==> src/rtl/contar_negro_datapath.sv <==
// Scan datapath for the CONTAR_NEGRO controller: walks frame-memory addresses one read at a time,
// counting scanned pixels (cont_cursor) and black pixels (black_count, saturating).
module contar_negro_datapath #(
  parameter int unsigned         ADDR_W    = 11,
  parameter int unsigned         PIX_W     = 3,
  parameter int unsigned         CNT_W     = 12,
  parameter logic [ADDR_W-1:0]   BASE_ADDR = {ADDR_W{1'b0}},
  parameter logic [PIX_W-1:0]    BLACK     = {PIX_W{1'b0}}
) (
  input  logic              clk,
  input  logic              rst,
  input  logic              out_rst,
  input  logic              plus,
  output logic              mem_rd,
  output logic [ADDR_W-1:0] mem_addr,
  input  logic [PIX_W-1:0]  mem_data,
  input  logic              mem_valid,
  output logic [23:0]       cont_cursor,
  output logic [CNT_W-1:0]  black_count,
  output logic              pix_black,
  output logic              busy
);

  typedef enum logic [1:0] {
    S_IDLE  = 2'd0,
    S_REQ   = 2'd1,
    S_WAIT  = 2'd2,
    S_DRAIN = 2'd3
  } state_t;

  state_t            state_q;
  logic [23:0]       cont_cursor_q;
  logic [CNT_W-1:0]  black_count_q;
  logic              mem_rd_q;
  logic [ADDR_W-1:0] mem_addr_q;
  logic              pix_black_q;
  logic              busy_q;

  logic [23:0]       cursor_inc_d;
  logic [CNT_W-1:0]  black_inc_d;
  logic [ADDR_W-1:0] rd_addr_d;
  logic              is_black_d;

  assign cursor_inc_d = cont_cursor_q + 24'd1;
  assign black_inc_d  = (black_count_q == {CNT_W{1'b1}}) ? black_count_q
                      : black_count_q + {{(CNT_W-1){1'b0}}, 1'b1};
  // Address wraps modulo 2^ADDR_W because only the low cursor bits are used.
  assign rd_addr_d    = BASE_ADDR + cont_cursor_q[ADDR_W-1:0];
  assign is_black_d   = (mem_data == BLACK);

  // Scan FSM with all outputs registered; mem_rd rises the cycle after REQ.
  always_ff @(posedge clk or negedge rst) begin
    if (!rst) begin
      state_q       <= S_IDLE;
      cont_cursor_q <= 24'd0;
      black_count_q <= {CNT_W{1'b0}};
      mem_rd_q      <= 1'b0;
      mem_addr_q    <= BASE_ADDR;
      pix_black_q   <= 1'b0;
      busy_q        <= 1'b0;
    end else begin
      mem_rd_q      <= 1'b0;
      pix_black_q   <= 1'b0;
      cont_cursor_q <= cont_cursor_q;
      black_count_q <= black_count_q;
      case (state_q)
        S_IDLE: begin
          if (out_rst) begin
            cont_cursor_q <= 24'd0;
            black_count_q <= {CNT_W{1'b0}};
            busy_q        <= 1'b0;
          end else if (plus) begin
            state_q <= S_REQ;
            busy_q  <= 1'b1;
          end else begin
            busy_q <= 1'b0;
          end
        end
        S_REQ: begin
          // The read goes out even when cleared here, so DRAIN must absorb its response.
          mem_rd_q   <= 1'b1;
          mem_addr_q <= rd_addr_d;
          busy_q     <= 1'b1;
          if (out_rst) begin
            cont_cursor_q <= 24'd0;
            black_count_q <= {CNT_W{1'b0}};
            state_q       <= S_DRAIN;
          end else begin
            state_q <= S_WAIT;
          end
        end
        S_WAIT: begin
          if (out_rst) begin
            cont_cursor_q <= 24'd0;
            black_count_q <= {CNT_W{1'b0}};
            if (mem_valid) begin
              state_q <= S_IDLE;
              busy_q  <= 1'b0;
            end else begin
              state_q <= S_DRAIN;
            end
          end else if (mem_valid) begin
            cont_cursor_q <= cursor_inc_d;
            if (is_black_d) begin
              black_count_q <= black_inc_d;
              pix_black_q   <= 1'b1;
            end
            if (plus) begin
              state_q <= S_REQ;
            end else begin
              state_q <= S_IDLE;
              busy_q  <= 1'b0;
            end
          end
        end
        S_DRAIN: begin
          cont_cursor_q <= 24'd0;
          black_count_q <= {CNT_W{1'b0}};
          if (mem_valid) begin
            state_q <= S_IDLE;
            busy_q  <= 1'b0;
          end
        end
        default: begin
          state_q <= S_IDLE;
          busy_q  <= 1'b0;
        end
      endcase
    end
  end

  assign mem_rd      = mem_rd_q;
  assign mem_addr    = mem_addr_q;
  assign cont_cursor = cont_cursor_q;
  assign black_count = black_count_q;
  assign pix_black   = pix_black_q;
  assign busy        = busy_q;

endmodule

==> config.mk <==
export PLATFORM = sky130hd
export DESIGN_NAME = contar_negro_datapath
export DESIGN_NICKNAME = d
export VERILOG_FILES = /design/src/rtl/contar_negro_datapath.sv
export SDC_FILE = /design/constraint.sdc
export NUM_CORES = 1
export LEC_CHECK = 0
export BUFFER_PORTS_ARGS = -buffer_cell sky130_fd_sc_hd__buf_2
export CAP_MARGIN = 20
export CELL_PAD_IN_SITES_DETAIL_PLACEMENT = 1
export CELL_PAD_IN_SITES_GLOBAL_PLACEMENT = 2
export CORE_MARGIN = 2
export CORE_UTILIZATION = 30
export CTS_CLUSTER_SIZE = 20
export DETAILED_ROUTE_END_ITERATION = 12
export MAX_ROUTING_LAYER = met4
export PLACE_DENSITY_LB_ADDON = 0.3
export SYNTH_ARGS = -nofsm -noshare
export SYNTH_HDL_FRONTEND = slang
export SYNTH_SLANG_ARGS = --single-unit
==> constraint.sdc <==
create_clock -name clk -period 1.7 [get_ports clk]
set_input_delay 0.34 -clock clk [delete_from_list [all_inputs] [get_ports clk]]
set_output_delay 0.34 -clock clk [all_outputs]
set_load 0.005 [all_outputs]
## Yosys cells after proc, flatten, opt, wreduce, memory -nomap -nowiden

Index checks and enable logic that the tools add are counted.

- Output and inout port bits: 50
- Word-level logic and storage cells: 59
- Bits of input ports: 8
- Bits in registers: 52

- Add/sub/neg operators: 2
- Eq/ne operators: 12
- Mux-type cells: 31
- Reduce and logical (&&, ||, !) cells: 7

Operators with widths:

| kind | count |
|---|---|
| $mux 24 | 3 |
| $pmux 24 s3 | 1 |
| $mux 12 | 5 |
| $pmux 12 s3 | 1 |
| $add 24x1->24 const B | 1 |
| $mux 1 | 13 |
| $add 12x1->12 const B | 1 |
| $eq 12x12->1 const B | 1 |
| $mux 2 | 6 |
| $ne 3x3->1 const B | 4 |
| $pmux 2 s4 | 1 |
| $reduce_and 4->1 | 2 |
| $ne 2x2->1 const B | 3 |
| $eq 2x2->1 const B | 2 |
| $pmux 1 s4 | 1 |
| $reduce_and 2->1 | 2 |
| $logic_not 3->1 | 1 |
| $eq 2x1->1 const B | 1 |
| $logic_not 2->1 | 1 |
| $ne 2x1->1 const B | 1 |
| $reduce_or 2->1 | 1 |

## Depth between registers and ports, before layout

Gate-level depths: netlist of run 1.

- Depth in word-level cells: 6
- Gate-level depth with buffers: 6
- Mapped depth without buffers: 5

## Worst setup path after synthesis of run 1

No wires, ideal clock.

- Path type: flip-flop to flip-flop
- Start: register black_count_q[0] (netlist: black_count[0])
- End: register black_count_q[6] (netlist: black_count[6])
- Required time: 1561 ps
- Library setup time: 139 ps
- Period minus slack after synthesis: 1768 ps
- Data arrival time: 1629 ps
- Setup slack: -68 ps
- Cell stages (with the launch flop): 7
- Path buffers: 1
- Path through: dfrtp_1 ha_1 nand3_2 or4_1 buf_2 a31oi_1 a31oi_1

- Cells in the longest elaborated chain, start to end: 6
- Elaborated cells between the ends (all ways): 9
- Classes of those cells: 1 x add/sub; 2 x eq/ne; 5 x mux; 1 x reduce/logical

Ends and longest elaborated chain:

| what | RTL line | RTL |
|---|---|---|
| start: declaration | 33 | `logic [CNT_W-1:0] black_count_q;` |
| start signal: assignment | 56 | `black_count_q <= {CNT_W{1'b0}};` |
| start signal: assignment | 65 | `black_count_q <= black_count_q;` |
| start signal: assignment | 70 | `black_count_q <= {CNT_W{1'b0}};` |
| $add 12x1->12 | 46 | `: black_count_q + {{(CNT_W-1){1'b0}}, 1'b1};` |
| $mux 12 | 45 | `assign black_inc_d = (black_count_q == {CNT_W{1'b1}}) ? black_count_q` |
| $mux 12 | 104 | `if (is_black_d) begin` |
| $mux 12 | 102 | `end else if (mem_valid) begin` |
| $mux 12 | 93 | `if (out_rst) begin` |
| $pmux 12 s3 | 66 | `case (state_q)` |

Parallel ways exist; a longest one is shown, timed or not. The select of a mux whose other input is x is not followed.
A chain may end at the register's enable or synchronous reset.

## Worst setup path after layout of run 1

- Start: register black_count_q[0] (netlist: black_count[0])
- End: register black_count_q[7] (netlist: black_count[7])

Same word-level chain as after synthesis.

==> flow_metrics.py, run 1 <==
metrics = {
    "logic_synthesis": {
        "ys_seq_area_share_pct": 48.46,
        "syn_inst": 269,
        "synth_cell_types": 51,
        "synth_edf_count": 0,
        "yosys.area.top_type": "dfrtp_1",
        "synth.avg_cell_area_um2": 9.982,
        "yosys.cell_count.top_type": "dfrtp_1",
        "yosys-top-cells-count": "52 x dfrtp_1, 19 x a21oi_1, 19 x nand2_1",
        "syn_area_mm2": 0.002685,
        "postSynth.asyncResetShare_pct": 100.0,
        "ys_ff_latch": 52,
        "yosysTopAreaCellShare_pct": 48.46,
        "synthesis.nets": 279,
        "yosys_most_used_dff": "dfrtp_1",
        "ys_warn_count": 0,
        "synth.area.top_cells": "dfrtp_1 48%, a21oi_1 3.5%, nand2_1 2.7%",
    },
    "worst_setup_path": {
        "setup.worst_path.end_class": "flip-flop",
        "critical-path-top-delay-family": "flip-flops",
        "r2r_start": "black_count[0]",
        "path_buf_inv": 2,
        "path_class": "flip-flop to flip-flop",
        "cp-startpoint": "black_count[0]",
        "crit_path_start_kind": "flip-flop",
        "required_ps": 1940,
        "arrival_ps": 1880,
        "path_cells": "ha_2 > nand3_2 > buf_4 > nor4_4 > o21ai_1 > buf_4 > a31oi_1",
        "worstPathMaxFanout": 11,
        "critPathSlowestCell": "dfrtp_1",
        "crit_top_cell": "buf_4",
        "slowest_delay_ps": 370,
    },
    "cts": {
        "clk_latency_ps": 320,
        "post_cts_buffers": 0,
        "cts_tree": "built",
        "clk_pin_slew_ps": 110,
        "cts-buffers-inserted": 5,
        "cts.sinks": 52,
        "ctsHtreeMaxLevel": 2,
        "cts_root_buffer": "clkbuf_8",
        "cts_max_path_buffers": 2,
    },
    "run_status": {
        "status": "finished, final reports clean",
    },
    "finish": {
        "layout-drive-gt1-share_pct": 37.63,
        "fin_area_mm2": 0.003654,
        "finalCoreUtilization_pct": 41.89,
        "regArea_mm2": 0.001301,
        "insertedDiodeCount": 0,
        "nNetsFinal": 389,
        "area_growth_pct": 36.07,
        "fillers": 1005,
        "multi_input_area_mm2": 0.001343,
    },
    "route": {
        "detail_route.wl_per_cell_um": 15.68,
        "post-route-drc-count": 0,
        "vias": 2574,
        "drtIter0Drc": 80,
        "ant_nets": 0,
        "dr.pass1.iters": 4,
        "wl_um": 7650,
        "via_per_inst": 5.275,
    },
    "global_routing": {
        "antenna_found_initial": 0,
        "grt_pass1_wl_um": 13120,
        "grt_pass1_vias": 2742,
        "grt_max_degree": 30,
        "grt-ovfl-total": 0,
        "grtUsageTotal_pct": 16.91,
    },
    "power": {
        "power_frac_seq_pct": 48.9,
        "power_leakage_nw": 1.741,
        "p_sw_mw": 0.9003,
        "internal_power_mw": 1.862,
        "total_power_mw": 2.762,
        "powerDensity_mw_per_mm2": 755.9,
        "switching_share_pct": 32.60,
        "ir_worst_vdd_v": 0.0004206,
        "comb_power_share_pct": 21.9,
        "clockPowerShare_pct": 29.2,
    },
    "placed_design": {
        "dpl-instance-area_mm2": 0.003481,
        "dp_hpwl_um": 5860,
        "port_buffers": 57,
        "globalplace.congestion": 0.7756,
    },
    "timing": {
        "min_period_ps": 1639,
        "slew-limit-headroom_pct": 72.59,
        "finalMaxSlewViolations": 0,
        "max_freq_mhz": 610.0,
        "tightest_slew_ps": 411.2,
        "setup_violations": 0,
        "fin_crit_sh_pct": 96.43,
        "worst_clock_skew_ps": 10.86,
        "hold_viol": 0,
    },
    "floorplanning": {
        "io_pins": 58,
        "start_util_pct": 30.79,
        "die_w_um": 98.61,
        "row_count": 34,
        "dieArea_mm2": 0.009723,
        "die_y_um": 98.61,
        "coreArea_mm2": 0.008721,
    },
    "worst_hold_path": {
        "worstHoldStart": "mem_valid",
        "hp-class": "input pin to flip-flop",
    },
    "job": {
        "drv_cap": 0,
    },
}
==> cell type report <==
type,instances,area share [%]
clock buffers,5,1.884
clock inverters,3,0.7877
inverters,15,1.541
multi-input cells,192,36.75
flip-flops and latches,52,35.62
well taps,108,3.699
repair buffers,113,19.73
==> state kept, by name (all words and copies together), names as in the netlist <==
register     flops
cont_cursor     24
black_count     12
mem_addr        11
state_q          2
busy             1
mem_rd           1
pix_black        1
==> worst paths after layout <==
kind | slack [ps] | endpoint | depth (start not counted)
max in group asynchronous | 810 | state_q[0] | 3
hold / removal | 340 | state_q[0] | 3
min in group asynchronous | 400 | mem_rd | 2
setup reg to reg | 60 | black_count[7] | 7
hold reg to reg | 500 | busy | 1
setup / recovery | 60 | black_count[7] | 7
==> routing by layer <==
| layer | vias up | routed length, µm | track usage [%] |
|---|---|---|---|
| met5 | - | 0 | - |
| met4 | 0 | 78 | 4.215 |
| met3 | 11 | 267 | 2.908 |
| met2 | 48 | 3754 | 28.47 |
| met1 | 1290 | 3550 | 21.26 |
| li1 | 1225 | - | - |
==> logic make-up (layout without fill, tap and decap cells) <==
group	count (synthesis)	in the layout	synth area share [%]
AO/OA/AOI/OAI	78	78	18.92
buffers and inverters	25	136	4.054
multiplexers	11	11	4.566
adder cells (fa/ha/maj)	2	2	0.9318
XOR/XNOR	6	6	1.957
AND/OR/NAND/NOR	95	95	21.11
flip-flops	52	52	48.46
==> metrics by stage <==
| stage | std cells | worst slack, ps | hold slack, ps | setup TNS, ps |
|---|---|---|---|---|
| 4_1_cts | 488 | 3.407 | 299.7 | 0 |
| 5_1_grt | 488 | -17.65 | 358.1 | -20.51 |
| 6_report | 488 | 60.75 | 335.9 | 0 |
| 2_1_floorplan | 269 | 9.499 | 44.41 | 0 |
| 3_5_place_dp | 479 | 34.15 | 224.0 | 0 |
| 3_3_place_gp | 479 | 63.23 | 220.2 | 0 |
==> worst min-delay path, cell delays in order <==
cell      delay (ps)
buf_2            150
nand2_1           60
o221ai_1          60
==> cell usage in the layout, fill, tap and decap left out, types with 3 or more instances in the layout <==
cell	instances
a21oi_1	19
o21ai_0	9
dfrtp_1	52
o21ai_1	8
a31oi_1	6
buf_4	54
nand2b_1	6
buf_2	57
o211ai_1	9
or3_1	4
o21ai_2	3
xnor2_1	3
o31ai_1	8
nand4_1	4
mux2_2	4
nand3_1	10
xor2_1	3
nand2_1	19
nand3b_1	3
nor2_1	13
mux2_1	6
and3_1	6
clkbuf_8	5
or4_1	7
inv_1	15
==> power by group through the flow <==
stage,sequential [mW],combinational [mW],clock (mW)
global route,1.36,0.672,0.866
detailed placement,1.37,0.597,0
finish,1.35,0.604,0.806
floorplan,1.36,0.339,0
CTS,1.35,0.602,0.833
global placement,1.37,0.588,0
==> timing repair <==
action / CTS / global route
hold endpoints to repair: 8 / 0
setup endpoints to repair: 0 / 13
hold buffers: 1 / 0
resized for setup: 0 / 12
No activity file was read; power rests on OpenSTA's default activity.
==> run 2: changes to the inputs <==
--- a/config.mk
+++ b/config.mk
@@ -5,7 +5,6 @@
 export SDC_FILE = /design/constraint.sdc
 export NUM_CORES = 1
 export LEC_CHECK = 0
-export BUFFER_PORTS_ARGS = -buffer_cell sky130_fd_sc_hd__buf_2
 export CAP_MARGIN = 20
 export CELL_PAD_IN_SITES_DETAIL_PLACEMENT = 1
 export CELL_PAD_IN_SITES_GLOBAL_PLACEMENT = 2
@@ -13,6 +12,7 @@
 export CORE_UTILIZATION = 30
 export CTS_CLUSTER_SIZE = 20
 export DETAILED_ROUTE_END_ITERATION = 12
+export DONT_BUFFER_PORTS = 1
 export MAX_ROUTING_LAYER = met4
 export PLACE_DENSITY_LB_ADDON = 0.3
 export SYNTH_ARGS = -nofsm -noshare
==> run 2 against run 1 <==
Net effect: critical path depth down 1; sequential power about the same; first-iteration DRC count down 46%; clock power down 3.5%; utilization down 3.1 points; die area unchanged; global-route usage down 0.32 points; non-clock buffer count down 54; final cell count down 11%; clock-buffer cell count unchanged; setup slack better by 22 ps; critical endpoint unchanged; largest cell class unchanged; largest power group unchanged; highest routed layer unchanged.
==> flow_metrics.py, run 2 (synthesis results as in run 1) <==
metrics = {
    "timing": {
        "hold_viol": 0,
        "min_period_ps": 1617,
        "hold_slack_ps": 168.7,
        "max_freq_mhz": 618.4,
        "setup_violations": 0,
        "tightest_slew_ps": 460.2,
        "finalMaxSlewViolations": 0,
        "fin_crit_sh_pct": 95.12,
        "setup_tns_ps": 0,
        "slew-limit-headroom_pct": 69.32,
        "worst_clock_skew_ps": 12.32,
    },
    "finish": {
        "area_growth_pct": 25.86,
        "most-common-layout-cells": "56 x buf_4, 52 x dfrtp_1, 19 x nand2_1",
        "largest_reg_flops": 24,
        "fillers": 983,
        "layout-drive-gt1-share_pct": 26.38,
        "insertedDiodeCount": 0,
        "final_common_cell": "buf_4",
        "nNetsFinal": 335,
    },
    "global_routing": {
        "grt-ovfl-total": 0,
        "antenna_found_initial": 0,
        "grtUsageTotal_pct": 16.59,
        "grt_max_degree": 53,
        "grt_pass1_wl_um": 12820,
        "grt_pass1_vias": 2578,
    },
    "cts": {
        "cts_tree": "built",
        "clk_pin_slew_ps": 110,
        "ctsHtreeMaxLevel": 2,
        "cts.sinks": 52,
        "clk_latency_ps": 310,
        "cts_root_buffer": "clkbuf_8",
        "cts_max_path_buffers": 2,
        "cts-buffers-inserted": 5,
    },
    "route": {
        "dr.pass1.iters": 4,
        "ant_nets": 0,
        "post-route-drc-count": 0,
        "wl_um": 7533,
        "vias": 2346,
        "drtIter0Drc": 43,
        "detail_route.wl_per_cell_um": 17.36,
        "via_per_inst": 5.406,
    },
    "floorplanning": {
        "start_util_pct": 30.79,
        "die_y_um": 98.61,
        "row_count": 34,
        "coreArea_mm2": 0.008721,
        "dieArea_mm2": 0.009723,
        "io_pins": 58,
        "die_w_um": 98.61,
    },
    "placed_design": {
        "port_buffers": 0,
        "dp_hpwl_um": 5392,
        "globalplace.congestion": 0.7632,
    },
    "worst_setup_path": {
        "worstPathMaxFanout": 6,
        "arrival_ps": 1820,
        "required_ps": 1910,
        "path_class": "flip-flop to flip-flop",
        "crit_path_start_kind": "flip-flop",
        "setup.worst_path.end_class": "flip-flop",
    },
    "power": {
        "powerDensity_mw_per_mm2": 804.0,
        "ir_worst_vdd_v": 0.0004676,
        "power_leakage_nw": 1.450,
    },
    "job": {
        "drv_cap": 0,
    },
    "worst_hold_path": {
        "hp-class": "input pin to flip-flop",
    },
    "run_status": {
        "status": "finished, final reports clean",
    },
}
-- run 2: cell types whose count changed in the layout (fill, tap and decap cells not counted), sizes merged --
cell,change
buf,-54
inv,-2
clkinv,+1
clkinvlp,+1
-- run 2: report_power, final --
part	internal (mW)	switching, mW	total, mW	leakage (nW)
Sequential	1.30	0.0522	1.35	0.720
Clock	0.304	0.474	0.778	0.0463
Combinational	0.250	0.337	0.587	0.684
-- run 2: stage by stage --
step                utilization [%]  cells  power (mW)  instance area [µm²]  worst slack [ps]
floorplan                         -    269       1.695                 2690             9.499
global placement              36.47    420       1.894                 3181             78.81
detailed placement            36.47    420       1.904                 3181            -22.20
CTS                           38.05    430       2.732                 3318             2.683
global route                  38.75    434       2.892                 3379            -30.29
finish                        38.75    434       2.717                 3379             82.95
-- run 2: metal layers --
metal  share of wire [%]  up-vias  global-route usage [%]
met5                   0        -                       -
met4                0.44        0                   4.004
met3                 3.7        6                   3.475
met2                  48       44                   25.85
met1                  48     1180                   22.29
li1                    -     1116                       -
-- run 2: critical path: stages, from the launching register on --
cell	delay [ps]
dfrtp_1	370
ha_2	190
nand3_2	80
or4_1	440
buf_4	190
a41oi_1	190
a31oi_1	60
-- run 2: area by class of cell --
type                       instances  area, µm²  area share, %
multi-input combinational        192       1313          38.84
timing repair buffer              59      478.0          14.14
clock buffer                       5      68.82          2.036
clock inverter                     3      27.53         0.8145
inverter                          15      56.30          1.666
sequential                        52       1301          38.50
tap                              108      135.1          3.999
-- run 2: worst paths after layout --
path | from | endpoint | slack (ps) | cells after the start
worst max-delay path | black_count[0] | black_count[7] | 80 | 6
worst min-delay path | mem_valid | state_q[0] | 170 | 2
worst max register to register | black_count[0] | black_count[7] | 80 | 6
worst min register to register | busy | busy | 530 | 1
max in group asynchronous | rst | black_count[1] | 920 | 2
min in group asynchronous | rst | mem_rd | 550 | 2
-- run 2: repair_timing --
item,4_1_cts,5_1_grt
hold buffers,2,0
buffers inserted,0,4
gates resized for setup,1,7
setup endpoints to repair,3,20
gates cloned,0,0
hold endpoints to repair,52,0
==> run 3: changes to the inputs <==
--- a/config.mk
+++ b/config.mk
@@ -8,6 +8,7 @@
 export CAP_MARGIN = 20
 export CELL_PAD_IN_SITES_DETAIL_PLACEMENT = 1
 export CELL_PAD_IN_SITES_GLOBAL_PLACEMENT = 2
+export CORE_ASPECT_RATIO = 0.75
 export CORE_MARGIN = 2
 export CORE_UTILIZATION = 30
 export CTS_CLUSTER_SIZE = 20
==> run 3 against run 2 <==
Net effect: non-clock buffer count is 4 lower; critical endpoint is now cont_cursor[20]; the run now ends with DRC left; final cell count is 0.92% lower; highest routed layer unchanged; power is 16% higher; sequential power hardly changed; maximum frequency is 0.27% lower.
==> flow_metrics.py, run 3 (synthesis results as in run 1) <==
metrics = {
    "worst_hold_path": {
        "hp-class": "input pin to flip-flop",
        "hold-path-endpoint": "state_q[0]",
        "worstHoldStart": "mem_valid",
        "min_delay_path_depth": 2,
    },
    "worst_setup_path": {
        "required_ps": 1930,
        "arrival_ps": 1850,
        "r2r_start": "cont_cursor[9]",
        "worstPathMaxFanout": 3,
        "setup.worst_path.end_class": "flip-flop",
        "crit_path_start_kind": "flip-flop",
        "path_class": "flip-flop to flip-flop",
        "r2r-end": "cont_cursor[20]",
        "r2r_slack_ps": 80,
        "r2r.worst_path.cells": 5,
    },
    "power": {
        "ir_worst_vdd_v": 0.0004296,
        "total_power_mw": 3.158,
        "powerDensity_mw_per_mm2": 905.0,
        "power_leakage_nw": 1.474,
    },
    "cts": {
        "cts_max_path_buffers": 2,
        "cts.sinks": 52,
        "cts-buffers-inserted": 5,
        "cts_root_buffer": "clkbuf_16",
        "clk_latency_ps": 300,
        "cts_tree": "built",
        "clk_pin_slew_ps": 70,
        "ctsHtreeMaxLevel": 2,
    },
    "route": {
        "wl_um": 7860,
        "post-route-drc-count": 4,
        "dr.pass1.iters": 8,
        "via_per_inst": 5.460,
        "vias": 2348,
        "detail_route.wl_per_cell_um": 18.28,
        "drtIter0Drc": 103,
        "ant_nets": 0,
    },
    "job": {
        "drv_cap": 0,
    },
    "finish": {
        "area_growth_pct": 29.96,
        "nNetsFinal": 331,
        "largest_reg_flops": 24,
        "insertedDiodeCount": 0,
        "layout-drive-gt1-share_pct": 28.57,
        "fin_area_mm2": 0.003490,
        "most-common-layout-cells": "51 x dfrtp_1, 51 x buf_4, 19 x nand2_1",
    },
    "placed_design": {
        "globalplace.congestion": 0.7768,
        "port_buffers": 0,
        "dpl-instance-area_mm2": 0.003153,
        "dp_hpwl_um": 5752,
    },
    "floorplanning": {
        "dieArea_mm2": 0.009731,
        "die_w_um": 113.2,
        "row_count": 29,
        "die_y_um": 85.93,
        "coreArea_mm2": 0.008563,
        "io_pins": 58,
        "start_util_pct": 31.36,
    },
    "global_routing": {
        "grt_max_degree": 53,
        "grt_pass1_wl_um": 12650,
        "grtUsageTotal_pct": 17.07,
        "grt_pass1_vias": 2465,
        "grt-ovfl-total": 0,
        "antenna_found_initial": 0,
    },
    "timing": {
        "slew-limit-headroom_pct": 72.05,
        "tightest_slew_ps": 419.2,
        "min_period_ps": 1621,
        "fin_crit_sh_pct": 95.37,
        "max_freq_mhz": 616.8,
        "setup_violations": 0,
        "hold_viol": 0,
        "finalMaxSlewViolations": 0,
        "worst_clock_skew_ps": 8.342,
    },
    "run_status": {
        "violations": "DRC",
        "status": "finished with violations",
    },
}
-- run 3: repair_timing --
action,in CTS,in global routing
hold endpoints to repair,52,0
setup endpoints to repair,5,13
gates cloned,0,1
hold buffers,2,0
buffers inserted,0,1
gates resized for setup,4,17
-- run 3: worst max path at each step --
stage / startpoint / end / cells after the start
finish: cont_cursor[9] / cont_cursor[20] / 5
global route: black_count[1] / black_count[10] / 7
detailed placement: cont_cursor[1] / cont_cursor[18] / 5
global placement: cont_cursor[1] / cont_cursor[18] / 5
floorplan: black_count[0] / black_count[6] / 6
CTS: black_count[1] / black_count[7] / 6
-- run 3: power breakdown --
part | internal [mW] | switching, mW
combinational | 0.222 | 0.329
sequential | 1.30 | 0.0685
clock | 0.776 | 0.461
total | 2.30 | 0.858
-- run 3: final cells by class --
type                            instances  area, µm²
Tap cell                              108      135.1
Sequential cell                        52       1303
Inverter                               15      56.30
Clock inverter                          1      30.03
Clock buffer                            7      152.6
Fill cell                             945       5074
Multi-Input combinational cell        192       1376
Timing Repair Buffer                   55      436.7
-- run 3: stage by stage --
stage	TNS [ps]	setup WS (ps)	util [%]	std cells	hold WS, ps
final	0	78.64	40.75	430	191.4
after global routing	-0.2323	-0.2323	40.75	430	191.8
after CTS	0	6.440	39.60	428	189.3
after detailed placement	-248.2	-93.98	36.82	418	46.13
after global placement	-40.01	-15.41	36.82	418	46.34
after floorplan	0	9.499	-	269	44.41
-- run 3: layer usage --
metal  vias up  part of all wire [%]  GRT usage, %
li1       1110                     -             -
met1      1184                    47         22.32
met2        42                    46         26.02
met3        12                   6.2         5.018
met4         0                   1.1         4.545
met5         -                     0             -
-- run 3: worst max-delay path: stages (launching register included) --
cell and delay (ps):
dfrtp_1 360, and4_4 270, buf_4 140, and3_4 190
or4b_4 460, a21oi_2 150
